==> config.mk <==
export PLATFORM = sky130hd
export DESIGN_NAME = bin2bcd_seq
export DESIGN_NICKNAME = d
export VERILOG_FILES = /design/src/rtl/bin2bcd_seq.sv
export SDC_FILE = /design/constraint.sdc
export NUM_CORES = 1
export LEC_CHECK = 0
export CAP_MARGIN = 0
export CORE_ASPECT_RATIO = 1.4
export CORE_MARGIN = 2
export CORE_UTILIZATION = 60
export CTS_CLUSTER_SIZE = 24
export DETAILED_ROUTE_END_ITERATION = 16
export DONT_BUFFER_PORTS = 1
export GPL_ROUTABILITY_DRIVEN = 1
export GPL_TIMING_DRIVEN = 0
export HOLD_SLACK_MARGIN = 0.08
export PLACE_DENSITY = 0.8
export SYNTH_ARGS = -nofsm -noshare
export SYNTH_HDL_FRONTEND = slang
export SYNTH_SLANG_ARGS = --single-unit
export TNS_END_PERCENT = 30
==> constraint.sdc <==
create_clock -name clk -period 2.4 [get_ports clk]
set_clock_uncertainty 0.1 [all_clocks]
set_input_delay 0.72 -clock clk [delete_from_list [all_inputs] [get_ports clk]]
set_output_delay 0.72 -clock clk [all_outputs]
set_load 0.02 [all_outputs]
==> src/rtl/bin2bcd_seq.sv <==
`timescale 1ns/1ps
// bin2bcd_seq
// Sequential binary-to-BCD converter using shift-and-add-3 (double dabble).
// It feeds the four digit inputs of the seven-segment display multiplexer.
// The output digits are registered. They update only when a conversion
// finishes, so the display never shows intermediate digits.
//
// Ports:
//   clk        system clock, rising edge
//   rst        asynchronous active-high reset
//   start      conversion request, accepted only while ready
//   bin        unsigned binary input, sampled on the accepting edge
//   ready      high while idle and able to accept start
//   done_tick  one-cycle pulse; bcd3..bcd0 and ovf are new in this cycle
//   ovf        last accepted bin exceeded MAX_VAL (digits saturated to 9999)
//   bcd3..bcd0 thousands, hundreds, tens and ones digits
//
// state | meaning
// ------+------------------------------------------------------------
// IDLE  | waiting for start; ready=1
// OP    | one adjust+shift step per clock, BIN_W steps (n counts down)
// DONE  | single cycle: load output digits and ovf, pulse done_tick
module bin2bcd_seq #(
  parameter int BIN_W   = 14,
  parameter int MAX_VAL = 9999
) (
  input  logic             clk,
  input  logic             rst,
  input  logic             start,
  input  logic [BIN_W-1:0] bin,
  output logic             ready,
  output logic             done_tick,
  output logic             ovf,
  output logic [3:0]       bcd3,
  output logic [3:0]       bcd2,
  output logic [3:0]       bcd1,
  output logic [3:0]       bcd0
);

  typedef enum logic [1:0] {IDLE, OP, DONE} state_t;

  localparam logic [31:0] MAX_C = MAX_VAL;

  state_t           state_q, state_d;
  // The shift register is exactly BIN_W wide, so bin's MSB is the first bit
  // shifted into the BCD register. This holds for any BIN_W.
  logic [BIN_W-1:0] shift_q, shift_d;
  logic [15:0]      work_q, work_d;
  logic [15:0]      adj;
  logic [3:0]       n_q, n_d;
  logic             sat_q, sat_d;
  logic [15:0]      bcd_q, bcd_d;
  logic             ovf_q, ovf_d;
  logic             done_q, done_d;

  // Add 3 to every working digit >= 5 before the shift. Each digit is a
  // 4-bit add, and no carry crosses into the neighbouring digit.
  always_comb begin
    adj = work_q;
    for (int i = 0; i < 4; i++) begin
      if (work_q[4*i +: 4] >= 4'd5) adj[4*i +: 4] = work_q[4*i +: 4] + 4'd3;
    end
  end

  always_comb begin
    state_d = state_q;
    shift_d = shift_q;
    work_d  = work_q;
    n_d     = n_q;
    sat_d   = sat_q;
    bcd_d   = bcd_q;
    ovf_d   = ovf_q;
    done_d  = 1'b0;
    case (state_q)
      IDLE: begin
        if (start) begin
          shift_d = bin;
          work_d  = '0;
          n_d     = 4'(BIN_W);
          sat_d   = (32'(bin) > MAX_C);
          state_d = OP;
        end
      end
      OP: begin
        {work_d, shift_d} = {adj, shift_q} << 1;
        n_d = n_q - 4'd1;
        if (n_q == 4'd1) state_d = DONE;
      end
      DONE: begin
        bcd_d   = sat_q ? 16'h9999 : work_q;
        ovf_d   = sat_q;
        done_d  = 1'b1;
        state_d = IDLE;
      end
      default: state_d = IDLE;
    endcase
  end

  always_ff @(posedge clk or posedge rst) begin
    if (rst) begin
      state_q <= IDLE;
      shift_q <= '0;
      work_q  <= '0;
      n_q     <= '0;
      sat_q   <= 1'b0;
      bcd_q   <= '0;
      ovf_q   <= 1'b0;
      done_q  <= 1'b0;
    end else begin
      state_q <= state_d;
      shift_q <= shift_d;
      work_q  <= work_d;
      n_q     <= n_d;
      sat_q   <= sat_d;
      bcd_q   <= bcd_d;
      ovf_q   <= ovf_d;
      done_q  <= done_d;
    end
  end

  assign ready     = (state_q == IDLE);
  assign done_tick = done_q;
  assign ovf       = ovf_q;
  assign bcd3      = bcd_q[15:12];
  assign bcd2      = bcd_q[11:8];
  assign bcd1      = bcd_q[7:4];
  assign bcd0      = bcd_q[3:0];

endmodule

==> impl_metrics.tcl, run 1 <==
set metrics [dict create \
    status "completed" \
    stdcell_count 347 \
    drc 0 \
    start_util 0.624 \
    numCtsBuffers 5 \
    postCtsResizedCells 0 \
    dieArea_um2 4960 \
    syn_avg_cell_area_um2 9.51 \
    synth_fp_nets 305 \
    cp_num_buf_inv 0 \
    dp_cells 339 \
    syn_inst 278 \
    globalplace.congestion 0.778 \
    fmax_mhz 534 \
    seq_power_share 0.450 \
    end_kind "output port" \
    setup_violations 0 \
    synth.yosys.warnings 0 \
    pwr_density_cell_nw_per_um2 1340 \
    core-area_um2 4240 \
    p_int_w 0.00221 \
    std_cell_rows 28 \
    p_leak_nw 1.28 \
    synthArstFlopShare 1.00 \
    tightest_slew_ps 475 \
    switchingPower_w 0.00156 \
    reg2reg_from "work_q[8]$_DFFE_PP0P_" \
    antenna_found_initial 0 \
    cts_tree "done" \
    clk-insertion-delay-late_ps 300 \
    drive_gt1_frac 0.0871 \
    rsz0062_at_grt "no" \
    nets 313 \
    first_iter_violations 104 \
    p_comb_frac 0.422 \
    dieHeight_um 82.5 \
    grt_pass1_vias 2081 \
    finalCritPeriodShare 0.780 \
    cts.sinks 55 \
    critPathKind "reg2out" \
    synthDistinctLibCells 31 \
    vias_per_cell 5.68 \
    clock-root-buffer "clkbuf_8" \
    ys_ff_latch 55 \
    postCtsSetupRepairBufs 0 \
    cp.arrival_ps 1050 \
    synth_edf_count 0 \
    grt_pass1_wl_um 8850 \
    synth_area_um2 2640 \
    slowest_delay_ps 400 \
    holdBufCountCts 0 \
    overflow 0 \
    finalWirelength_um 4920 \
    cp-start-kind "register" \
    hold_viol_final 0 \
    switching_share 0.414 \
    reg2reg_to "work_q[10]$_DFFE_PP0P_" \
    grtUsageTotal 0.234 \
    yosysSeqAreaShare 0.521 \
    cp_max_fo 5 \
    drt_first_pass_iters 4 \
    antenna_cells 0 \
    route.vias.total 1970 \
    crit_family "flip-flops" \
    post_drt_wl_per_cell_um 14.2 \
    cts.reportedPaths.clkPinSlew_ps 90 \
    report.power.total_w 0.00377 \
    maxCapViolCount 0 \
    reg2regPathDepth 6 \
    worstPathRequired_ps 1580 \
    ant_nets 0 \
    p_clk_frac 0.129 \
    port_buffers 0 \
    max_slew_margin 0.679 \
    ir_worst_vdd_mv 0.737 \
    min_period_ps 1870 \
    critPathSlowestCell "dfrtp_1" \
    r2r_slack_ps 610 \
    slew_viol_final 0 \
    grt_max_degree 40 \
    hold_class "in2async" \
    crit_chain "nor2_1" \
    area_growth_pct 6.67 \
    num_io_pins 36 \
    clock_path_buffers 2 \
    die_w_um 60.1 \
    cts-htree-levels 2 \
    hpwl_um 3630 \
    yosys_most_used_dff "dfrtp_1" \
]
cell usage in the layout (no fill, tap or decap), types with 2 or more instances in the layout:
master and instances:
dfrtp_1 55, a31oi_1 12, and2_1 2, clkbuf_1 9
nand2_1 48, nand3_1 14, inv_1 11, a32o_1 4
o21ai_0 28, ha_1 10, nor4_1 2, buf_6 3
o31ai_1 9, nand2b_1 9, clkbuf_8 5, nor2_1 22
mux2_2 4, nor3b_1 4, buf_4 4, and3_1 2
buf_2 5, xnor2_1 5, a21oi_1 8
Yosys cell counts, types with 2 or more instances:
cell	number	area, µm²
buf_4	4	30.0
buf_2	5	25.0
o21ai_0	28	140
a32o_1	4	40.0
inv_1	12	45.0
nor3b_1	4	30.0
and3_1	2	12.5
nor4_1	2	12.5
mux2_2	4	45.0
a31oi_1	12	75.1
o31ai_1	9	67.6
clkbuf_1	7	26.3
buf_6	3	33.8
nor2_1	22	82.6
ha_1	10	125
a21oi_1	8	40.0
nand2b_1	9	56.3
dfrtp_1	55	1380
nand3_1	14	70.1
xnor2_1	5	43.8
nand2_1	48	180
and2_1	2	12.5
state kept, by name, summed over array words and instances (netlist names):
name,cells
bcd_q,16
done_tick,1
n_q,4
ovf,1
sat_q,1
shift_q,14
state_q,2
work_q,16
cell families (layout without fill, tap and decap cells):
| group | Yosys count | in the layout | share of synthesized area |
|---|---|---|---|
| AO/OA/AOI/OAI | 65 | 65 | 0.150 |
| multiplexers | 4 | 4 | 0.0170 |
| XOR/XNOR | 5 | 5 | 0.0166 |
| adder cells (fa/ha/maj) | 10 | 10 | 0.0473 |
| buffers and inverters | 31 | 40 | 0.0606 |
| AND/OR/NAND/NOR | 108 | 108 | 0.188 |
| flip-flops | 55 | 55 | 0.521 |
metal layers:
metal | global-route usage | share of wire | vias to the layer above | wire, µm
met1 | 0.261 | 0.42 | 952 | 2070
met2 | 0.426 | 0.53 | 41 | 2610
met3 | 0.0389 | 0.032 | 10 | 157
li1 | - | - | 967 | -
met4 | 0.107 | 0.017 | 0 | 85
met5 | 0 | 0 | - | 0
cell type report:
cell class | count | area (µm²)
buffer | 19 | 115
clock buffer | 7 | 76.3
clock inverter | 1 | 5.00
fill | 355 | 1420
inverter | 12 | 45.0
multi-input combinational | 192 | 1110
sequential | 55 | 1380
tap | 60 | 75.1
timing repair buffer | 1 | 20.0
worst max-delay path by stage:
stage                        endpoint  cells past startpoint                   start
2_1_floorplan    bcd_q[0]$_DFFE_PP0P_                      1                     rst
4_1_cts                         ready                      1  state_q[1]$_DFFE_PP0P_
5_1_grt                         ready                      1  state_q[1]$_DFFE_PP0P_
3_5_place_dp   shift_q[3]$_DFFE_PP0P_                      5                   start
6_report                        ready                      1  state_q[1]$_DFFE_PP0P_
3_3_place_gp   shift_q[2]$_DFFE_PP0P_                      1                     rst
power groups by stage:
stage / Combinational, W / Sequential, W / Clock (W)
global placement: 0.00153 / 0.00170 / 0
CTS: 0.00161 / 0.00170 / 0.000492
floorplan: 0.00129 / 0.00164 / 0
detailed placement: 0.00159 / 0.00171 / 0
finish: 0.00159 / 0.00170 / 0.000486
global route: 0.00186 / 0.00176 / 0.000531
stage by stage:
step	setup WS (ps)	TNS (ps)	util	hold WS [ps]	cell area (µm²)
finish	527	0	0.665	152	2820
global route	449	0	0.665	165	2820
CTS	512	0	0.665	164	2820
detailed placement	604	0	0.646	383	2740
global placement	-307	-16730	0.641	374	2720
floorplan	237	0	-	348	2640
Note: power is estimated with default switching activity, not from simulation.
==> run 2: changes to the inputs <==
--- a/config.mk
+++ b/config.mk
@@ -8,14 +8,14 @@
 export CAP_MARGIN = 0
 export CORE_ASPECT_RATIO = 1.4
 export CORE_MARGIN = 2
-export CORE_UTILIZATION = 60
+export CORE_UTILIZATION = 56
 export CTS_CLUSTER_SIZE = 24
 export DETAILED_ROUTE_END_ITERATION = 16
 export DONT_BUFFER_PORTS = 1
 export GPL_ROUTABILITY_DRIVEN = 1
 export GPL_TIMING_DRIVEN = 0
 export HOLD_SLACK_MARGIN = 0.08
-export PLACE_DENSITY = 0.8
+export PLACE_DENSITY = 0.78
 export SYNTH_ARGS = -nofsm -noshare
 export SYNTH_HDL_FRONTEND = slang
 export SYNTH_SLANG_ARGS = --single-unit
==> constraint.sdc (replaced) <==
create_clock -name clk -period 1.6 [get_ports clk]
set_clock_uncertainty 0.1 [all_clocks]
set_input_delay 0.48 -clock clk [delete_from_list [all_inputs] [get_ports clk]]
set_output_delay 0.48 -clock clk [all_outputs]
set_load 0.02 [all_outputs]
==> impl_metrics.tcl, run 2 (synthesis gave the netlist of run 1 again) <==
set metrics [dict create \
    grt_use_met2 0.357 \
    core-area_um2 4540 \
    critPathSlowestCell "dfrtp_1" \
    reg2regPathDepth 5 \
    grt_max_degree 56 \
    cts.reportedPaths.clkPinSlew_ps 90 \
    r2r_slack_ps -10 \
    hold_class "in2reg" \
    drive_gt1_frac 0.219 \
    overflow 0 \
    numCtsBuffers 5 \
    fillers 380 \
    grtUsageTotal 0.218 \
    cp-start-kind "register" \
    crit_chain "ha_1 -> nand2b_1 -> a21oi_2 -> mux2_2 -> o21ai_1" \
    crit_family "flip-flops" \
    fmax_mhz 619 \
    worstHoldPathCells 2 \
    grt.busiest_layer "met2" \
    p_leak_nw 1.34 \
    p_clk_frac 0.119 \
    drc 0 \
    ant_nets 0 \
    setup_violations 1 \
    antenna_cells 0 \
    max_slew_margin 0.252 \
    pwr_density_cell_nw_per_um2 2070 \
    mostFrequentLayoutCells "dfrtp_1 (52), nand2_1 (48), o21ai_0 (25)" \
    final_common_cell "dfrtp_1" \
    grt_pass1_vias 2018 \
    drt_first_pass_iters 4 \
    cts.sinks 55 \
    hp-start "bin[0]" \
    globalplace.congestion 0.775 \
    setup_tns_ps -14.6 \
    std_cell_rows 29 \
    p_int_w 0.00364 \
    start_util 0.583 \
    grt_pass1_wl_um 8800 \
    num_io_pins 36 \
    grtUsageMet3 0.0335 \
    clock-root-buffer "clkbuf_8" \
    dieArea_um2 5290 \
    use_met1 0.275 \
    top_regs "bcd_q x16, work_q x16, shift_q x14" \
    p_comb_frac 0.461 \
    whs_endpoint "shift_q[0]$_DFFE_PP0P_" \
    seq_power_share 0.420 \
    violations "negative setup slack" \
    min_period_ps 1610 \
    antenna_found_initial 0 \
    status "finished, violations left" \
    clk-insertion-delay-late_ps 300 \
    die_w_um 62.1 \
    cp_num_buf_inv 0 \
    hold_viol_final 0 \
    maxCapViolCount 0 \
    port_buffers 0 \
    switching_share 0.413 \
    finalWorstSetupSlack_ps -14.6 \
    worstPathRequired_ps 1740 \
    nets 323 \
    dieHeight_um 85.3 \
    switchingPower_w 0.00257 \
    vias_per_cell 5.67 \
    slew_viol_final 0 \
    first_iter_violations 82 \
    reg2reg_to "work_q[10]$_DFFE_PP0P_" \
    cts_tree "done" \
    rsz0062_at_grt "yes" \
    slowest_delay_ps 440 \
    ir_worst_vdd_mv 0.978 \
    finalCritPeriodShare 1.01 \
    route.vias.total 2036 \
    dp_cells 340 \
    clock_path_buffers 2 \
    tightest_slew_ps 1120 \
    critPathKind "reg2reg" \
    cp.arrival_ps 1750 \
    cp_max_fo 4 \
    finalWirelength_um 5280 \
    end_kind "register" \
    place_ws_ps -136 \
    reg2reg_from "work_q[8]$_DFFE_PP0P_" \
    stdcell_count 359 \
    area_growth_pct 13.8 \
    cts-htree-levels 2 \
    post_drt_wl_per_cell_um 14.7 \
    worst_hold_slack_ps 183 \
    hpwl_um 3630 \
]
run 2: repair_timing:
item,in CTS,in global routing
setup endpoints to repair,14,49
resized for setup,17,28
buffers inserted,5,6
pin swaps,4,4
hold buffers,0,0
hold endpoints to repair,0,0
gates cloned,0,0
run 2: per-stage QoR:
step / utilization / area, µm² / total power [W]
floorplan: - / 2650 / 0.00439
global placement: 0.601 / 2730 / 0.00485
detailed placement: 0.601 / 2730 / 0.00495
CTS: 0.635 / 2880 / 0.00589
global route: 0.663 / 3010 / 0.00675
finish: 0.663 / 3010 / 0.00621
run 2: how the worst max path moves through the flow:
stage                                       from                endpoint  slack (ps)  cells after the start
after global routing       work_q[9]$_DFFE_PP0P_  work_q[10]$_DFFE_PP0P_         -70                      6
final                      work_q[8]$_DFFE_PP0P_  work_q[10]$_DFFE_PP0P_         -10                      5
after floorplan            work_q[4]$_DFFE_PP0P_   work_q[6]$_DFFE_PP0P_          20                      6
after CTS                  work_q[4]$_DFFE_PP0P_   work_q[6]$_DFFE_PP0P_           2                      6
after global placement    state_q[1]$_DFFE_PP0P_       sat_q$_DFFE_PP0P_        -110                      6
after detailed placement   work_q[9]$_DFFE_PP0P_  work_q[10]$_DFFE_PP0P_        -140                      6
run 2: power by group through the flow:
stage	clock, W	sequential, W	combinational [W]
global placement	0	0.00255	0.00230
floorplan	0	0.00246	0.00193
finish	0.000739	0.00261	0.00286
global route	0.000804	0.00270	0.00324
CTS	0.000754	0.00258	0.00256
detailed placement	0	0.00258	0.00237
run 2: layer usage:
layer | up-vias | part of all wire
met1 | 985 | 0.43
met2 | 58 | 0.51
met5 | - | 0
li1 | 986 | -
met4 | 0 | 0.016
met3 | 7 | 0.044
run 2: final cells by class:
cell class	instances	area, µm²	area share
plain buffers	19	125	0.0416
clock buffers	5	68.8	0.0229
repair buffers	11	82.6	0.0275
inverters	12	48.8	0.0162
well taps	62	77.6	0.0258
multi-input cells	192	1210	0.402
flip-flops and latches	55	1380	0.459
clock inverters	3	15.0	0.00499
==> run 3: changes to the inputs <==
--- a/config.mk
+++ b/config.mk
@@ -16,7 +16,7 @@
 export GPL_TIMING_DRIVEN = 0
 export HOLD_SLACK_MARGIN = 0.08
 export PLACE_DENSITY = 0.78
+export SLEW_MARGIN = 20
 export SYNTH_ARGS = -nofsm -noshare
 export SYNTH_HDL_FRONTEND = slang
 export SYNTH_SLANG_ARGS = --single-unit
-export TNS_END_PERCENT = 30
==> impl_metrics.tcl, run 3 (synthesis gave the netlist of run 1 again) <==
set metrics [dict create \
    status "completed" \
    worstPathRequired_ps 1700 \
    mostFrequentLayoutCells "dfrtp_1 (54), nand2_1 (48), buf_4 (24), o21ai_0 (24), nor2_1 (21)" \
    hpwl_um 3720 \
    fillers 355 \
    cp_num_buf_inv 1 \
    overflow 0 \
    p_clk_frac 0.142 \
    clock_path_buffers 2 \
    seq_area_um2 1380 \
    critPathKind "reg2reg" \
    port_buffers 0 \
    setup_violations 0 \
    p_comb_frac 0.470 \
    cp_max_fo 5 \
    std_cell_rows 29 \
    hold_viol_final 0 \
    antenna_cells 0 \
    area_growth_pct 19.1 \
    setup_tns_ps 0 \
    grt_pass1_wl_um 9060 \
    drive_gt1_frac 0.245 \
    crit_chain "or3b_1 -> buf_6 -> nand2_4 -> o31ai_1 -> a32o_1" \
    maxCapViolCount 0 \
    vias_per_cell 5.67 \
    pwr_density_cell_nw_per_um2 2140 \
    clk-insertion-delay-late_ps 310 \
    p_leak_nw 1.42 \
    antenna_found_initial 0 \
    crit_family "simple AND/OR/NAND/NOR gates" \
    post_drt_wl_per_cell_um 15.4 \
    drc 0 \
    core-area_um2 4540 \
    route.vias.total 2087 \
    clock-root-buffer "clkbuf_8" \
    numCtsBuffers 5 \
    place_ws_ps -138 \
    finalWirelength_um 5660 \
    cp-start-kind "register" \
    nets 332 \
    critPathSlowestCell "dfrtp_1" \
    cts.sinks 55 \
    seq_power_share 0.388 \
    dieArea_um2 5290 \
    grt_pass1_vias 2072 \
    dieHeight_um 85.3 \
    drt_first_pass_iters 4 \
    hold_class "in2reg" \
    top_regs "bcd_q x16, work_q x16, shift_q x14" \
    cp.arrival_ps 1680 \
    finalCritPeriodShare 0.987 \
    max_slew_margin 0.645 \
    fmax_mhz 634 \
    tightest_slew_ps 531 \
    slew_viol_final 0 \
    finalWorstSetupSlack_ps 21.5 \
    min_period_ps 1580 \
    p_int_w 0.00403 \
    slowest_delay_ps 430 \
    final_common_cell "dfrtp_1" \
    ir_worst_vdd_mv 1.23 \
    switching_share 0.402 \
    cts.reportedPaths.clkPinSlew_ps 100 \
    grtUsageTotal 0.228 \
    start_util 0.583 \
    globalplace.congestion 0.775 \
    cts_tree "done" \
    end_kind "register" \
    rsz0062_at_grt "yes" \
    ant_nets 0 \
    grt_max_degree 32 \
    switchingPower_w 0.00271 \
    cts-htree-levels 2 \
    multiInputGateArea_um2 1230 \
    die_w_um 62.1 \
    num_io_pins 36 \
    first_iter_violations 65 \
]
[run 3: changes by cell type in the layout (fill, tap and decap cells not counted), sizes merged]
cell | before | now
buf | 23 | 31
bufinv | 0 | 1
clkinv | 3 | 1
dlygate4sd3 | 0 | 1
clkbuf | 12 | 13
[run 3: path summary, 6_finish.rpt]
check	start	end	slack, ps	cells after the start
worst max-delay path	state_q[1]$_DFFE_PP0P_	work_q[15]$_DFFE_PP0P_	20	5
max in group asynchronous	rst	shift_q[7]$_DFFE_PP0P_	300	3
worst min register to register	shift_q[13]$_DFFE_PP0P_	work_q[0]$_DFFE_PP0P_	410	2
min in group asynchronous	rst	bcd_q[11]$_DFFE_PP0P_	580	2
worst min-delay path	bin[0]	shift_q[0]$_DFFE_PP0P_	170	2
worst max register to register	state_q[1]$_DFFE_PP0P_	work_q[15]$_DFFE_PP0P_	20	5
[run 3: repair_timing]
action                                 CTS  global route
setup buffers                            7            11
hold buffers                             1             0
pin swaps                                3             6
endpoints found under the hold margin   24             0
gates resized for setup                 16            36
setup endpoints to repair               14            46
[run 3: area by class of cell]
| class | instances | area share |
|---|---|---|
| multi-input cells | 192 | 0.392 |
| well taps | 62 | 0.0246 |
| clock buffers | 6 | 0.0262 |
| clock inverters | 2 | 0.0111 |
| inverters | 12 | 0.0155 |
| plain buffers | 19 | 0.0401 |
| repair buffers | 20 | 0.0525 |
| flip-flops and latches | 55 | 0.438 |
[run 3: metal layers]
metal  routed length (µm)  part of all wire  global-route usage  vias to the layer above
li1                     -                 -                   -                     1002
met1                 2380              0.42               0.280                     1011
met2                 2890              0.51               0.379                       63
met3                  258             0.046              0.0412                       11
met4                  124             0.022              0.0967                        0
met5                    0                 0                   0                        -
[run 3: through the flow]
stage	std cells	hold slack (ps)	area (µm²)	utilization	total power, W
floorplan	278	348	2650	-	0.00439
global placement	340	372	2730	0.601	0.00485
detailed placement	341	321	2750	0.605	0.00496
CTS	357	163	2960	0.652	0.00615
global route	368	165	3150	0.694	0.00729
finish	368	168	3150	0.694	0.00674
[run 3: power groups by stage]
stage,Combinational (W),Clock (W),Sequential (W)
2_1_floorplan,0.00193,0,0.00246
3_3_place_gp,0.00230,0,0.00255
3_5_place_dp,0.00238,0,0.00257
4_1_cts,0.00262,0.000960,0.00257
5_1_grt,0.00356,0.00102,0.00271
6_report,0.00317,0.000955,0.00261
